===== src/rtl/if_fetch.sv =====
// Instruction fetch stage: keeps one instruction-memory request in flight and
// presents returned words on registered IF outputs, with a one-entry skid buffer.
module if_fetch #(
  parameter logic [31:0] RESET_PC = 32'h0000_0000,
  parameter logic [31:0] NOP_INST = 32'h0000_0013
) (
  input  logic        clk,
  input  logic        rst,
  input  logic        hold_IF,
  input  logic        jmp_vld_IF,
  input  logic [31:0] jmp_addr_IF,
  output logic        imem_req,
  output logic [31:0] imem_addr,
  input  logic        imem_gnt,
  input  logic        imem_rvld,
  input  logic [31:0] imem_rdata,
  output logic [31:0] IF_pc,
  output logic [31:0] IF_inst,
  output logic        IF_inst_vld
);

  // state | meaning
  // IDLE  | no request in flight; also parked here while a stall blocks new fetches
  // REQ   | imem_req asserted at fetch_pc, waiting for imem_gnt
  // WAIT  | one request granted, waiting for its imem_rvld
  typedef enum logic [1:0] {IDLE, REQ, WAIT} state_t;

  state_t      state;
  logic [31:0] fetch_pc;
  logic [31:0] req_pc;
  logic [31:0] skid_pc;
  logic [31:0] skid_inst;
  logic [31:0] jmp_tgt;
  logic        skid_vld;
  logic        drop;
  logic        accept;
  logic        issue;
  logic        grant;

  assign jmp_tgt = jmp_addr_IF & 32'hFFFF_FFFC;
  assign accept  = (state == WAIT) && imem_rvld && !drop;

  // fetch_pc is always the next address to request, so a back-to-back issue
  // in the rvld cycle uses it unchanged.
  assign issue     = !rst && ((state == REQ) || (accept && !hold_IF && !jmp_vld_IF));
  assign grant     = issue && imem_gnt;
  assign imem_req  = issue;
  assign imem_addr = fetch_pc;

  always_ff @(posedge clk) begin
    if (rst) begin
      state       <= IDLE;
      fetch_pc    <= RESET_PC & 32'hFFFF_FFFC;
      req_pc      <= RESET_PC & 32'hFFFF_FFFC;
      drop        <= 1'b0;
      skid_vld    <= 1'b0;
      skid_pc     <= RESET_PC;
      skid_inst   <= NOP_INST;
      IF_pc       <= RESET_PC;
      IF_inst     <= NOP_INST;
      IF_inst_vld <= 1'b0;
    end else begin
      if (jmp_vld_IF) begin
        fetch_pc <= jmp_tgt;
      end else if (grant) begin
        fetch_pc <= fetch_pc + 32'd4;
      end
      if (grant) begin
        req_pc <= fetch_pc;
      end

      case (state)
        IDLE: begin
          if (jmp_vld_IF || !hold_IF) state <= REQ;
        end
        REQ: begin
          // a grant in the jump cycle was for the old address: its data must be dropped
          if (grant) begin
            state <= WAIT;
            drop  <= jmp_vld_IF;
          end
        end
        WAIT: begin
          if (imem_rvld) begin
            drop <= 1'b0;
            if (grant) begin
              state <= WAIT;
            end else if (hold_IF && !jmp_vld_IF) begin
              state <= IDLE;
            end else begin
              state <= REQ;
            end
          end else if (jmp_vld_IF) begin
            drop <= 1'b1;
          end
        end
        default: state <= IDLE;
      endcase

      if (jmp_vld_IF) begin
        IF_inst     <= NOP_INST;
        IF_inst_vld <= 1'b0;
        skid_vld    <= 1'b0;
      end else if (hold_IF) begin
        if (accept) begin
          skid_vld  <= 1'b1;
          skid_pc   <= req_pc;
          skid_inst <= imem_rdata;
        end
      end else if (skid_vld) begin
        IF_pc       <= skid_pc;
        IF_inst     <= skid_inst;
        IF_inst_vld <= 1'b1;
        skid_vld    <= accept;
        if (accept) begin
          skid_pc   <= req_pc;
          skid_inst <= imem_rdata;
        end
      end else if (accept) begin
        IF_pc       <= req_pc;
        IF_inst     <= imem_rdata;
        IF_inst_vld <= 1'b1;
      end else begin
        IF_inst     <= NOP_INST;
        IF_inst_vld <= 1'b0;
      end
    end
  end

endmodule


===== config.mk =====
export PLATFORM = sky130hd
export DESIGN_NAME = if_fetch
export DESIGN_NICKNAME = d
export VERILOG_FILES = /design/src/rtl/if_fetch.sv
export SDC_FILE = /design/constraint.sdc
export NUM_CORES = 1
export LEC_CHECK = 0
export CAP_MARGIN = 20
export CORE_MARGIN = 5
export CORE_UTILIZATION = 55
export CTS_CLUSTER_DIAMETER = 200
export DETAILED_ROUTE_END_ITERATION = 8
export GPL_ROUTABILITY_DRIVEN = 1
export MAX_ROUTING_LAYER = met4
export PLACE_DENSITY = 0.82
export SLEW_MARGIN = 20
export SYNTH_ARGS = -nofsm -noshare
export SYNTH_HDL_FRONTEND = slang
export SYNTH_SLANG_ARGS = --single-unit

===== constraint.sdc =====
create_clock -name clk -period 5.5 [get_ports clk]
set_input_delay 0.825 -clock clk [delete_from_list [all_inputs] [get_ports clk]]
set_output_delay 0.825 -clock clk [all_outputs]
set_load 0.01 [all_outputs]

==> results.py <==
metrics = {
    "layout": {
        "fillers": 1154,
        "fin_cells": 1265,
        "synthToLayoutAreaGrowth_pct": 26.6,
        "seq_area_um2": 3780,
        "diodes": 0,
        "drive_gt1_frac": 0.0574,
        "multi_input_area_um2": 3840,
        "fin_area_um2": 10200,
        "nets": 1139,
    },
    "pwr": {
        "leakagePower_nw": 3.62,
        "ir_worst_vdd_mv": 0.200,
        "pwr_density_cell_nw_per_um2": 286,
    },
    "yosys": {
        "synth.distinct_cells": 52,
        "synth_top_area_share": 0.468,
        "yosysSeqAreaShare": 0.468,
        "netlist_instances": 957,
        "async_reset_ff_frac": 0,
        "syn_area_per_cell_um2": 8.44,
        "yosysWarnings": 0,
        "synth.largest_area_cell": "dfxtp_1",
        "syn-cell-area_um2": 8080,
        "ys_ff_latch": 189,
        "synth_ff_type": "dfxtp_1",
        "synth.most_common_cell": "nand2_1",
        "synth_commonest_cells": "nand2_1 (194), dfxtp_1 (189), a21oi_1 (95)",
        "synth_edf_count": 0,
        "synth_area_leaders": "dfxtp_1 (47%), nand2_1 (9.0%), a21oi_1 (5.9%), mux2i_1 (4.0%), a221oi_1 (3.1%)",
    },
    "cts": {
        "post_cts_resized": 0,
        "root_buffer": "clkbuf_16",
        "numCtsBuffers": 17,
        "holdBufCountCts": 0,
        "cts-htree-levels": 4,
        "cts_buffer_depth": 2,
        "clk_pin_slew_ps": 60,
        "cts_setup_buffers": 0,
        "clkLatencyLatePin_ps": 430,
        "cts_num_sinks": 189,
        "cts_tree": "yes",
    },
    "worst_setup_path": {
        "path_max_fanout": 8,
        "crit_path_top_delay_cell": "clkdlybuf4s50_1",
        "critPathCaptureType": "output pin",
        "path_cells": "clkdlybuf4s50_1 > and4bb_1 > a21oi_1 > nor2_1 > clkdlybuf4s50_1",
        "worst_ep_arrival_time_ps": 2550,
        "cp_common_cell": "clkdlybuf4s50_1",
        "start_kind": "input port",
        "cpPeakStageDelay_ps": 560,
        "cp_data_required_time_ps": 4680,
        "criticalPathCategory": "input port to output pin",
    },
    "die": {
        "core_area_um2": 14500,
        "ios": 168,
        "rows": 44,
        "die_h_um": 131,
        "initial_core_util": 0.558,
        "die_area_um2": 17200,
        "die_width_um": 131,
    },
    "detailed_routing": {
        "drt-met1-wl_um": 9240,
        "routed_via_density": 5.58,
        "wl_met2_um": 9280,
        "wl_um": 20300,
        "avgRoutedWirePerCell_um": 16.0,
        "antenna_left": 0,
        "wl_met3_um": 1230,
        "firstDrtPassIters": 5,
        "drc": 0,
        "vias": 7060,
        "top_layer": "met4",
        "drtIter0Drc": 653,
    },
    "sta": {
        "timing.setup.tns_ps": 0,
        "worst_slew_pin_slew_ps": 923,
        "fin_crit_sh": 0.614,
        "finClkSkew_ps": 6.38,
        "fmax_mhz": 296,
        "hold_violations": 0,
        "drv_slew": 0,
        "rsz0062_at_grt": "false",
        "period_minus_slack_ps": 3370,
        "slew_headroom": 0.385,
        "setup_violations": 0,
    },
    "outcome": {
        "status": "finished clean",
    },
    "min_path": {
        "hold_path.class": "flip-flop to flip-flop",
    },
    "place": {
        "numPortBuffers": 161,
        "postPlaceCellArea_um2": 9630,
        "gp_congestion": 0.828,
        "dpl.hpwl_um": 13100,
        "dp.cells": 1233,
    },
    "global_routing": {
        "overflow": 0,
        "grt_max_degree": 98,
        "antenna_found_initial": 0,
        "grt_use_total": 0.235,
        "first_global_vias": 6377,
        "grt_pass1_wl_um": 32900,
    },
    "flow_run": {
        "cap_violations": 0,
    },
}
==> cells in the final DEF, fill, tap and decap left out, types with 9 or more instances in the layout <==
cell type	Yosys	final
xnor2_1	13	13
nor3_1	37	37
inv_1	30	30
nor2_1	46	45
xor2_1	10	10
a221oi_1	29	29
nand2_1	194	194
dfxtp_1	189	188
mux2i_1	32	32
a21oi_1	95	95
a211oi_1	30	30
nand3b_1	33	33
o21a_1	19	19
nor2b_1	32	32
clkbuf_16	0	17
clkdlybuf4s50_1	0	158
buf_4	7	11
o21ai_0	9	9
==> state kept, by name, indices dropped and copies added, names as in the netlist <==
signal	flops
imem_addr	30
skid_pc	30
drop	1
skid_vld	1
IF_inst_vld	1
state	2
IF_pc	30
IF_inst	32
req_pc	30
skid_inst	32
==> layout make-up <==
| cell class | count | share of cell area |
|---|---|---|
| Inverter | 30 | 0.0110 |
| Timing Repair Buffer | 171 | 0.164 |
| Sequential cell | 189 | 0.370 |
| Clock buffer | 21 | 0.0460 |
| Multi-Input combinational cell | 659 | 0.375 |
| Tap cell | 184 | 0.0225 |
| Clock inverter | 11 | 0.0114 |
==> metrics by stage <==
stage                     power (mW)  setup WS (ps)   util  hold slack, ps
after floorplan                 1.60           3020      -             436
after detailed placement        1.74           2110  0.665             446
after global placement          1.73           2140  0.665             441
after CTS                       2.93           2120  0.706             455
final                           2.93           2130  0.706             454
after global routing            3.03           2010  0.706             473
==> report_power, final <==
group          internal [mW]  leakage [nW]  switching, mW
sequential              1.40          1.54         0.0381
combinational          0.140          1.80          0.128
clock                  0.702         0.285          0.517
total                   2.24          3.62          0.683
==> per-layer routing <==
layer,global-route usage,vias up
li1,-,3514
met1,0.330,3271
met2,0.338,244
met3,0.0466,31
met4,0.0785,0
met5,-,-
==> critical path: cells and delay by family <==
family | cells | cell delay, ps
AO/OA/AOI/OAI | 1 | 130
AND/OR/NAND/NOR | 2 | 520
buffers and inverters | 2 | 1070
==> worst paths after layout <==
check / endpoint / slack, ps / depth (start not counted) / from
max: imem_req / 2130 / 5 / imem_rvld
min: skid_pc[13]$_SDFFE_PP0P_ / 450 / 2 / skid_pc[13]$_SDFFE_PP0P_
max reg2reg: skid_inst[11]$_SDFFE_PP0P_ / 3030 / 6 / skid_vld$_SDFFE_PP0P_
min reg2reg: skid_pc[13]$_SDFFE_PP0P_ / 450 / 2 / skid_pc[13]$_SDFFE_PP0P_
==> kinds of logic (layout without fill, tap and decap cells) <==
| logic type | Yosys count | count (layout) | share of synthesized area |
|---|---|---|---|
| buffers and inverters | 112 | 233 | 0.0613 |
| flip-flops | 189 | 189 | 0.468 |
| XOR/XNOR | 23 | 23 | 0.0249 |
| AND/OR/NAND/NOR | 393 | 393 | 0.239 |
| adder cells (fa/ha/maj) | 1 | 1 | 0.00155 |
| AO/OA/AOI/OAI | 205 | 205 | 0.163 |
| other | 1 | 4 | 0.000464 |
| multiplexers | 33 | 33 | 0.0411 |
Power figures use the tool's default switching activity.
